File: src/rtl/spi_regmap_pkg.sv
// ---------------------------------------------------------------------------
// spi_regmap_pkg
// Shared definitions for the burst-capable SPI register map:
//   state_t  - frame state machine encoding (IDLE / CMD / DATA)
//   RW_*     - value of the first frame bit for write and read
//   cmdLen() - number of command bits in a frame (R/W bit + address)
// ---------------------------------------------------------------------------
package spi_regmap_pkg;

  typedef enum logic [1:0] {
    ST_IDLE = 2'd0,
    ST_CMD  = 2'd1,
    ST_DATA = 2'd2
  } state_t;

  localparam logic RW_WRITE = 1'b0;
  localparam logic RW_READ  = 1'b1;

  function automatic int cmdLen(input int addrWidth);
    return 1 + addrWidth;
  endfunction

endpackage

File: src/rtl/spi_sync_edge.sv
// ---------------------------------------------------------------------------
// spi_sync_edge
// Two-flop synchroniser for one asynchronous pin followed by a rise/fall
// pulse detector. A pin edge shows up as a one-clk pulse two clocks later,
// so logic acting on the pulse changes state on the third clock.
// Ports:
//   clk, rst_n - system clock, async active-low reset
//   i_async    - asynchronous input pin
//   o_sync     - synchronised level
//   o_rise     - one-clk pulse on a synchronised rising edge
//   o_fall     - one-clk pulse on a synchronised falling edge
// ---------------------------------------------------------------------------
module spi_sync_edge (
  input  logic clk,
  input  logic rst_n,
  input  logic i_async,
  output logic o_sync,
  output logic o_rise,
  output logic o_fall
);

  logic r_meta;
  logic r_sync;
  logic r_prev;

  // All stages reset low: a pin that is already low when reset releases
  // never produces a false fall pulse, so a frame interrupted by reset is
  // only picked up again on the next genuine cs falling edge.
  always_ff @(posedge clk or negedge rst_n) begin
    if (!rst_n) begin
      r_meta <= 1'b0;
      r_sync <= 1'b0;
      r_prev <= 1'b0;
    end else begin
      r_meta <= i_async;
      r_sync <= r_meta;
      r_prev <= r_sync;
    end
  end

  assign o_sync = r_sync;
  assign o_rise = r_sync & ~r_prev;
  assign o_fall = ~r_sync & r_prev;

endmodule

File: src/rtl/spi_regmap_burst.sv
// ---------------------------------------------------------------------------
// spi_regmap_burst
// SPI mode-0 slave register map with burst access. A frame is one R/W bit,
// ADDR_WIDTH address bits, then any number of DATA_WIDTH words (all MSB
// first); the address auto-increments per word and wraps at 2^ADDR_WIDTH.
// Addresses 0..NUM_CFG-1 are read/write config flops, the next NUM_STS
// addresses read the live sts_i words, anything above reads as zero.
// Ports:
//   clk, rst_n           - system clock, async active-low reset
//   sck_i, sdi_i, cs_ni  - SPI pins (asynchronous to clk)
//   sdo_o, sdo_oe_o      - SPI read data and its drive enable
//   cfg_o                - flattened config registers, word k at [k*DW +: DW]
//   sts_i                - flattened status words, same packing
//   wr_stb_o, wr_addr_o  - one-clk pulse and address per committed write
// ---------------------------------------------------------------------------
module spi_regmap_burst
  import spi_regmap_pkg::*;
#(
  parameter int ADDR_WIDTH = 7,
  parameter int DATA_WIDTH = 8,
  parameter int NUM_CFG    = 96,
  parameter int NUM_STS    = 32,
  parameter logic [DATA_WIDTH-1:0] CFG_RST_VAL = '0
) (
  input  logic                            clk,
  input  logic                            rst_n,
  input  logic                            sck_i,
  input  logic                            sdi_i,
  input  logic                            cs_ni,
  output logic                            sdo_o,
  output logic                            sdo_oe_o,
  output logic [NUM_CFG*DATA_WIDTH-1:0]   cfg_o,
  input  logic [NUM_STS*DATA_WIDTH-1:0]   sts_i,
  output logic                            wr_stb_o,
  output logic [ADDR_WIDTH-1:0]           wr_addr_o
);

  localparam int CMD_LEN = cmdLen(ADDR_WIDTH);
  localparam int CNT_W   = $clog2((CMD_LEN > DATA_WIDTH) ? CMD_LEN : DATA_WIDTH);
  localparam logic [CNT_W-1:0] CMD_LAST  = CNT_W'(CMD_LEN - 1);
  localparam logic [CNT_W-1:0] DATA_LAST = CNT_W'(DATA_WIDTH - 1);

  logic w_sckSync, w_sckRise, w_sckFall;
  logic w_csSync, w_csRise, w_csFall;

  spi_sync_edge u_sckSync (
    .clk     (clk),
    .rst_n   (rst_n),
    .i_async (sck_i),
    .o_sync  (w_sckSync),
    .o_rise  (w_sckRise),
    .o_fall  (w_sckFall)
  );

  spi_sync_edge u_csSync (
    .clk     (clk),
    .rst_n   (rst_n),
    .i_async (cs_ni),
    .o_sync  (w_csSync),
    .o_rise  (w_csRise),
    .o_fall  (w_csFall)
  );

  state_t                          r_state;
  logic [CNT_W-1:0]                r_bitCnt;
  logic [ADDR_WIDTH-1:0]           r_cmdSr;
  logic                            r_rw;
  logic [ADDR_WIDTH-1:0]           r_addr;
  logic [DATA_WIDTH-2:0]           r_rxSr;
  logic [DATA_WIDTH-1:0]           r_txSr;
  logic [NUM_CFG*DATA_WIDTH-1:0]   r_cfg;
  logic                            r_wrStb;
  logic [ADDR_WIDTH-1:0]           r_wrAddr;
  logic                            r_sdiMeta;
  logic                            r_sdiSync;

  // The bit arriving on this sck rise completes the shift registers, so the
  // full command/word is formed combinationally from the stored bits + sdi.
  logic [CMD_LEN-1:0]    w_cmdNext;
  logic [DATA_WIDTH-1:0] w_rxWord;
  int                    w_addrInt;
  logic [DATA_WIDTH-1:0] w_rdData;
  logic                  w_oe;

  assign w_cmdNext = {r_cmdSr, r_sdiSync};
  assign w_rxWord  = {r_rxSr, r_sdiSync};
  assign w_addrInt = int'(r_addr);

  always_comb begin
    w_rdData = '0;
    if (w_addrInt < NUM_CFG) begin
      w_rdData = r_cfg[w_addrInt*DATA_WIDTH +: DATA_WIDTH];
    end else if (w_addrInt < NUM_CFG + NUM_STS) begin
      w_rdData = sts_i[(w_addrInt - NUM_CFG)*DATA_WIDTH +: DATA_WIDTH];
    end
  end

  // sdi goes through the same two-flop delay as sck, so r_sdiSync is the
  // value that was on the pin when the detected sck edge happened.
  // cs high (edge or level) ends the frame and outranks any sck event in the
  // same clock, which is what discards a partially shifted word.
  always_ff @(posedge clk or negedge rst_n) begin
    if (!rst_n) begin
      r_state   <= ST_IDLE;
      r_bitCnt  <= '0;
      r_cmdSr   <= '0;
      r_rw      <= RW_WRITE;
      r_addr    <= '0;
      r_rxSr    <= '0;
      r_txSr    <= '0;
      r_cfg     <= {NUM_CFG{CFG_RST_VAL}};
      r_wrStb   <= 1'b0;
      r_wrAddr  <= '0;
      r_sdiMeta <= 1'b0;
      r_sdiSync <= 1'b0;
    end else begin
      r_sdiMeta <= sdi_i;
      r_sdiSync <= r_sdiMeta;
      r_wrStb   <= 1'b0;
      if (r_state != ST_IDLE && (w_csRise || w_csSync)) begin
        r_state  <= ST_IDLE;
        r_bitCnt <= '0;
        r_txSr   <= '0;
      end else begin
        case (r_state)
          // A frame only starts with sck at its mode-0 idle level, so a
          // glitchy start cannot misalign the command bits.
          ST_IDLE: begin
            if (w_csFall && !w_sckSync) begin
              r_state  <= ST_CMD;
              r_bitCnt <= '0;
            end
          end
          ST_CMD: begin
            if (w_sckRise) begin
              if (r_bitCnt == CMD_LAST) begin
                r_rw     <= w_cmdNext[CMD_LEN-1];
                r_addr   <= w_cmdNext[ADDR_WIDTH-1:0];
                r_bitCnt <= '0;
                r_state  <= ST_DATA;
              end else begin
                r_cmdSr  <= w_cmdNext[ADDR_WIDTH-1:0];
                r_bitCnt <= r_bitCnt + CNT_W'(1);
              end
            end
          end
          ST_DATA: begin
            if (w_sckRise) begin
              r_rxSr <= w_rxWord[DATA_WIDTH-2:0];
              if (r_bitCnt == DATA_LAST) begin
                if (r_rw == RW_WRITE && w_addrInt < NUM_CFG) begin
                  r_cfg[w_addrInt*DATA_WIDTH +: DATA_WIDTH] <= w_rxWord;
                  r_wrStb  <= 1'b1;
                  r_wrAddr <= r_addr;
                end
                r_addr   <= r_addr + ADDR_WIDTH'(1);
                r_bitCnt <= '0;
              end else begin
                r_bitCnt <= r_bitCnt + CNT_W'(1);
              end
            end else if (w_sckFall && r_rw == RW_READ) begin
              // A zero count means no bit of the current word has been
              // sampled yet: this is the word's first falling edge.
              if (r_bitCnt == '0) begin
                r_txSr <= w_rdData;
              end else begin
                r_txSr <= {r_txSr[DATA_WIDTH-2:0], 1'b0};
              end
            end
          end
          default: r_state <= ST_IDLE;
        endcase
      end
    end
  end

  assign w_oe      = (r_state == ST_DATA) && (r_rw == RW_READ) && !w_csSync;
  assign sdo_oe_o  = w_oe;
  assign sdo_o     = w_oe & r_txSr[DATA_WIDTH-1];
  assign cfg_o     = r_cfg;
  assign wr_stb_o  = r_wrStb;
  assign wr_addr_o = r_wrAddr;

endmodule
File: config.mk
export PLATFORM = sky130hd
export DESIGN_NAME = spi_regmap_burst
export DESIGN_NICKNAME = d
export VERILOG_FILES = /design/src/rtl/spi_regmap_pkg.sv /design/src/rtl/spi_sync_edge.sv /design/src/rtl/spi_regmap_burst.sv
export SDC_FILE = /design/constraint.sdc
export NUM_CORES = 2
export LEC_CHECK = 0
export CORE_AREA = 10 10 391 393
export CTS_CLUSTER_SIZE = 14
export DETAILED_ROUTE_END_ITERATION = 10
export DIE_AREA = 0 0 401 403
export GPL_TIMING_DRIVEN = 0
export HOLD_SLACK_MARGIN = 0.06
export SLEW_MARGIN = 15
export SYNTH_ARGS = -nofsm -noshare
export SYNTH_HDL_FRONTEND = slang
export SYNTH_SLANG_ARGS = --single-unit
File: constraint.sdc
create_clock -name clk -period 5.25 [get_ports clk]
set_clock_uncertainty 0.2 [all_clocks]
set_input_delay 1.575 -clock clk [delete_from_list [all_inputs] [get_ports clk]]
set_output_delay 1.575 -clock clk [all_outputs]
set_load 0.02 [all_outputs]
# Word-level counts from Yosys, hierarchy flattened

Cells that the tools add are included.

Register bits after elaboration: 819
Input bits: 261
Word-level logic and storage cells: 106

$add $sub $neg: 4
Order comparisons: 2
Eq/ne operators: 13
Shifts and indexed selects: 4
Mux-type cells: 28
Bitwise operators: 12
Reductions and logical operators: 25

Operator list:

| kind                                                        | count |
|---|---|
| bitwise mux 768 bit                                         | 1 |
| variable shift 8 x 33 -> 768 bit (first input constant)     | 1 |
| indexed part select 768 x 11 -> 8 bit                       | 1 |
| indexed part select 8 x 33 -> 768 bit                       | 1 |
| indexed part select 256 x 11 -> 8 bit                       | 1 |
| two-way mux 8 bit                                           | 7 |
| negator 10 -> 33 bit                                        | 1 |
| two-way mux 7 bit                                           | 4 |
| one-hot mux 7 bit (2 select lines)                          | 1 |
| two-way mux 3 bit                                           | 4 |
| AND reduction 4 bit                                         | 3 |
| AND reduction 3 bit                                         | 3 |
| less-than comparator 7 x 8 -> 1 bit (second input constant) | 1 |
| two-way mux 2 bit                                           | 4 |
| inequality test 2 bit (second input constant)               | 4 |
| nonzero test 2 bit                                          | 4 |
| subtractor 7 x 7 -> 8 bit (second input constant)           | 1 |
| adder 7 x 1 -> 7 bit (second input constant)                | 1 |
| less-than comparator 7 bit (second input constant)          | 1 |
| inverter 1 bit                                              | 7 |
| logical AND 1 bit                                           | 6 |
| inequality test 3 bit (second input constant)               | 2 |
| one-hot mux 2 bit (3 select lines)                          | 1 |
| one-hot mux 3 bit (2 select lines)                          | 1 |
| 17 further kinds                                            | 27 |

# Depth between registers and ports, before layout

Depth after elaboration: 9
Gate-level depth with buffers: 18
Gate-level depth less buffers: 9

# By module

From an unflattened synthesis, not the netlist that was laid out.

Cell total of the unflattened synthesis: 2894
Area, all modules: 40213.6 µm²

Modules (own cells, without submodules):

| module           | instances | cells each | area each (µm²) | seq. area each (µm²) |
|---|---|---|---|---|
| spi_regmap_burst | 1         | 2884       | 40033.4         | 20344.5 |
| spi_sync_edge    | 2         | 5          | 90.1            | 75.1 |

# Worst setup path before layout

Ideal clock, no wire load.

Path kind: flip-flop to flip-flop
Start point: register r_addr[1]
End point: register r_cfg[584] (netlist: cfg_o[584])
Arrival: 4.060 ns
Required time: 4.925 ns
Path slack: 0.866 ns
Stages on the path, launching flop included: 18
Path buffers: 8
Clock period less this slack: 4.384 ns
Path through: dfrtp_1 > clkbuf_2 > buf_2 > buf_2 > inv_2 > ha_1 > buf_2 > or3b_2 > clkbuf_1 > nor3_1 > ha_1 > buf_1 > nor3_4 > nand2_1 > buf_2 > buf_4 > nor3_4 > mux2_2

Word-level cells in the longest chain between the ends: 3

Ends and longest elaborated chain:

| what                                                                | RTL line                                         | text |
|---|---|---|
| start: declaration                                                  | spi_regmap_burst.sv:68                           | `logic [ADDR_WIDTH-1:0] r_addr;` |
| start signal: assignment                                            | spi_regmap_burst.sv:138                          | `r_addr <= w_cmdNext[ADDR_WIDTH-1:0];` |
| start signal: assignment                                            | spi_regmap_burst.sv:156                          | `r_addr <= r_addr + ADDR_WIDTH'(1);` |
| negator 10 -> 33 bit or less-than comparator 7 bit (tied branches)  | spi_regmap_burst.sv:152, spi_regmap_burst.sv:151 |  |
| indexed part select 8 x 33 -> 768 bit, or another cell as far along | spi_regmap_burst.sv:152                          | `r_cfg[w_addrInt*DATA_WIDTH +: DATA_WIDTH] <= w_rxWord;` |
| bitwise mux 768 bit or AND reduction 5 bit (tied branches)          | --                                               |  |
| end signal: assignment                                              | spi_regmap_burst.sv:111                          | `r_cfg <= {NUM_CFG{CFG_RST_VAL}};` |
| end signal: indexed assignment                                      | spi_regmap_burst.sv:152                          |  |
| end: declaration                                                    | spi_regmap_burst.sv:71                           | `logic [NUM_CFG*DATA_WIDTH-1:0] r_cfg;` |

Several ways; a longest one is shown, not always the timed one.
A chain may end at the register's enable or synchronous reset.

# Final worst setup path

Start point: register r_addr[1]
End point: register r_cfg[15] (netlist: cfg_o[15])

Same word-level chain as after synthesis.

==> impl_metrics.tcl <==
set metrics [dict create \
    grt_pass1_wl_um 391000 \
    clk_latency_ps 760 \
    violations "setup timing" \
    core_region_area_um2 145000 \
    slew_headroom 0.0927 \
    crit_buf_inv 5 \
    placed_area_um2 55500 \
    drc 0 \
    worstPathCellList "clkbuf_2, buf_2, buf_4, inv_4, ha_1, buf_2, xnor2_2, nand3_1, nor2_1, nand2_1, o41ai_1" \
    first_global_vias 37500 \
    syn_inst 3253 \
    layout.nets 4699 \
    mappedNetlistArea_um2 42200 \
    maxCapViolations 0 \
    status "finished, violations left" \
    rr_endpoint "cfg_o[15]" \
    ys_async_sr_fraction 1.00 \
    crit_start "r_addr[1]" \
    slew_viol_final 0 \
    tightest_slew_ps 1360 \
    rr_worst_depth 11 \
    cts.sinks 819 \
    cts_buffer_depth 3 \
    ys_types 73 \
    gp_congestion 1.03 \
    worstSetupEndpoint "cfg_o[15]" \
    cts_tree "built" \
    period_needed_ps 5280 \
    drt-initial-drc-count 5030 \
    syn_to_final_growth_pct 41.2 \
    drt-total-wl_um 305000 \
    fin_area_um2 59600 \
    die_area_um2 162000 \
    grtUsageTotal 0.362 \
    powerDensity_nw_per_um2 247 \
    crit_top_cell "buf_2" \
    r2r_slack_ps -30 \
    crit_path_max_fanout 10 \
    io_buffers 1038 \
    leakagePower_uw 0.0242 \
    firstDrtPassIters 6 \
    clk_pin_slew_ps 60 \
    num_rows 140 \
    hpwl_um 250000 \
    num_vias 38600 \
    cp_data_required_time_ps 5670 \
    reg2reg_from "r_addr[1]" \
    ys_seq_area_frac 0.485 \
    htree_levels 3 \
    fp.dieW_um 401 \
    setup_ws_ps -31.7 \
    slowest_delay_ps 1090 \
    min_period_over_period 1.01 \
    nFillCells 13900 \
    synth_seq_cells 819 \
    synth_area_per_cell_um2 13.0 \
    holdWs_ps 153 \
    min_path_type "reg2reg" \
    wl_per_cell_um 47.5 \
    power_uw 14700 \
    endpoint_kind "flop" \
    ant_nets 0 \
    synth-edff-count 0 \
    critPathKind "reg2reg" \
    ys_warn_count 0 \
    drive_gt1_frac 0.295 \
    grt_remaining_overflow 0 \
    peakVddDrop_uv 256 \
    antenna_found_initial 29 \
    grt_max_degree 136 \
    setup_viol_count_final 3 \
    rsz0062_at_grt "true" \
    slowest_stage "nor2_1" \
    cpLargestDelayFamily "simple AND/OR/NAND/NOR gates" \
    cp.depth 11 \
    cts_buffers 96 \
    ys.flop_type "dfrtp_1" \
    timing.fmax_mhz 189 \
    ios 1039 \
    cts_root_buf "clkbuf_16" \
    die_h_um 403 \
    crit_arrival_ps 5710 \
    hold_violations 0 \
    startpoint_type "flop" \
    synth_nets 3526 \
    start_util 0.291 \
    vias_per_cell 6.00 \
]
[area by class of cell]
class                   count  area, um2  area share
well taps                1917       2400      0.0403
clock buffers             133       2720      0.0457
multi-input cells        2207      20900       0.351
flip-flops and latches    819      20500       0.344
plain buffers             207       1040      0.0175
clock inverters            44        668      0.0112
inverters                  11       43.8    0.000735
diodes                     12       30.0    0.000504
repair buffers           1084      11300       0.189
[sequential cells by signal (all words and copies together), names as in the netlist, 2 cells and up]
name / flops
cfg_o: 768
r_addr: 7
r_bitCnt: 3
r_cmdSr: 7
r_rxSr: 7
r_state: 2
r_txSr: 8
wr_addr_o: 7
[power breakdown]
part	internal (uW)	leakage, uW	switching [uW]
clock	4290	0.00167	3100
sequential	6350	0.0114	31.5
combinational	372	0.0112	596
total	11000	0.0242	3730
[Yosys cell counts, drive strengths merged (10+ instances only)]
| library cell | n | area, um2 |
|---|---|---|
| a21oi | 50 | 258 |
| a22oi | 34 | 255 |
| buf | 109 | 638 |
| clkbuf | 107 | 403 |
| dfrtp | 819 | 20500 |
| ha | 12 | 150 |
| inv | 10 | 37.5 |
| mux2 | 698 | 7860 |
| mux2i | 209 | 2090 |
| mux4 | 178 | 4010 |
| nand2 | 181 | 682 |
| nand2b | 10 | 62.6 |
| nand3 | 42 | 220 |
| nor2 | 256 | 1110 |
| nor2b | 29 | 181 |
| nor3 | 118 | 1100 |
| o21ai | 117 | 586 |
| o22ai | 76 | 475 |
| o41ai | 68 | 596 |
| or3 | 11 | 68.8 |
[cells in the final DEF, fill, tap and decap left out, types with 8 or more instances in the layout]
master and instances:
nand2_1 179, o21ai_0 113, buf_4 52, buf_16 9, mux2_2 698, ha_1 11, o22ai_1 76, o41ai_1 68
buf_12 26, diode_2 12, nor2_1 201, clkbuf_1 109, inv_1 9, nor2_4 29, buf_2 44, dfrtp_1 819
nor2b_1 29, mux2i_1 209, and2_1 8, clkbuf_8 18, clkdlybuf4s50_1 1037, nor4_1 9, nand3_1 40, mux4_2 178
nand2b_1 10, nor2_2 26, a21oi_1 48, bufinv_16 13, nor3_2 10, a22oi_1 34, nor3_4 44, buf_1 13
clkinv_2 20, clkbuf_16 96, nor3_1 64, clkbuf_2 10
[metal layers]
layer | global-route usage | vias to the layer above | routed length (um)
li1 | - | 14600 | -
met1 | 0.424 | 20500 | 112000
met2 | 0.573 | 2798 | 139000
met3 | 0.135 | 630 | 34300
met4 | 0.199 | 8 | 20000
met5 | 0 | - | 55
[worst min-delay path by stage]
stage / from / to / slack, ps / depth (start not counted)
after floorplan: r_sdiMeta / r_sdiSync / 130 / 0
after detailed placement: r_sdiMeta / r_sdiSync / 140 / 0
final: r_sdiMeta / r_sdiSync / 150 / 0
after global placement: r_sdiMeta / r_sdiSync / 140 / 0
after CTS: r_sdiMeta / r_sdiSync / 150 / 0
after global routing: r_sdiMeta / r_sdiSync / 180 / 0
[logic make-up (layout without fill, tap and decap cells)]
logic type | Yosys count | count (layout) | share of synthesized area
adder cells (fa/ha/maj) | 12 | 12 | 0.00356
other | 0 | 12 | 0
XOR/XNOR | 6 | 6 | 0.00142
AND/OR/NAND/NOR | 701 | 701 | 0.0901
multiplexers | 1085 | 1085 | 0.331
buffers and inverters | 227 | 1479 | 0.0256
flip-flops | 819 | 819 | 0.485
AO/OA/AOI/OAI | 403 | 403 | 0.0631
[stage by stage]
step                cells  TNS [ps]  setup slack (ps)  utilization
floorplan            3253         0               866            -
global placement     6208         -            -37380        0.379
CTS                  6422         0              1.02        0.410
global route         6422     -48.8             -21.3        0.411
finish               6434     -54.5             -31.7        0.411
detailed placement   6226   -790280             -1470        0.382
[repair_timing]
| item | CTS | global route |
|---|---|---|
| buffers inserted | 27 | 1 |
| resized for setup | 41 | 30 |
| setup endpoints to repair | 768 | 437 |
| pin swaps | 26 | 1 |
| hold buffers | 0 | 0 |
(Power assumes the default switching activity.)
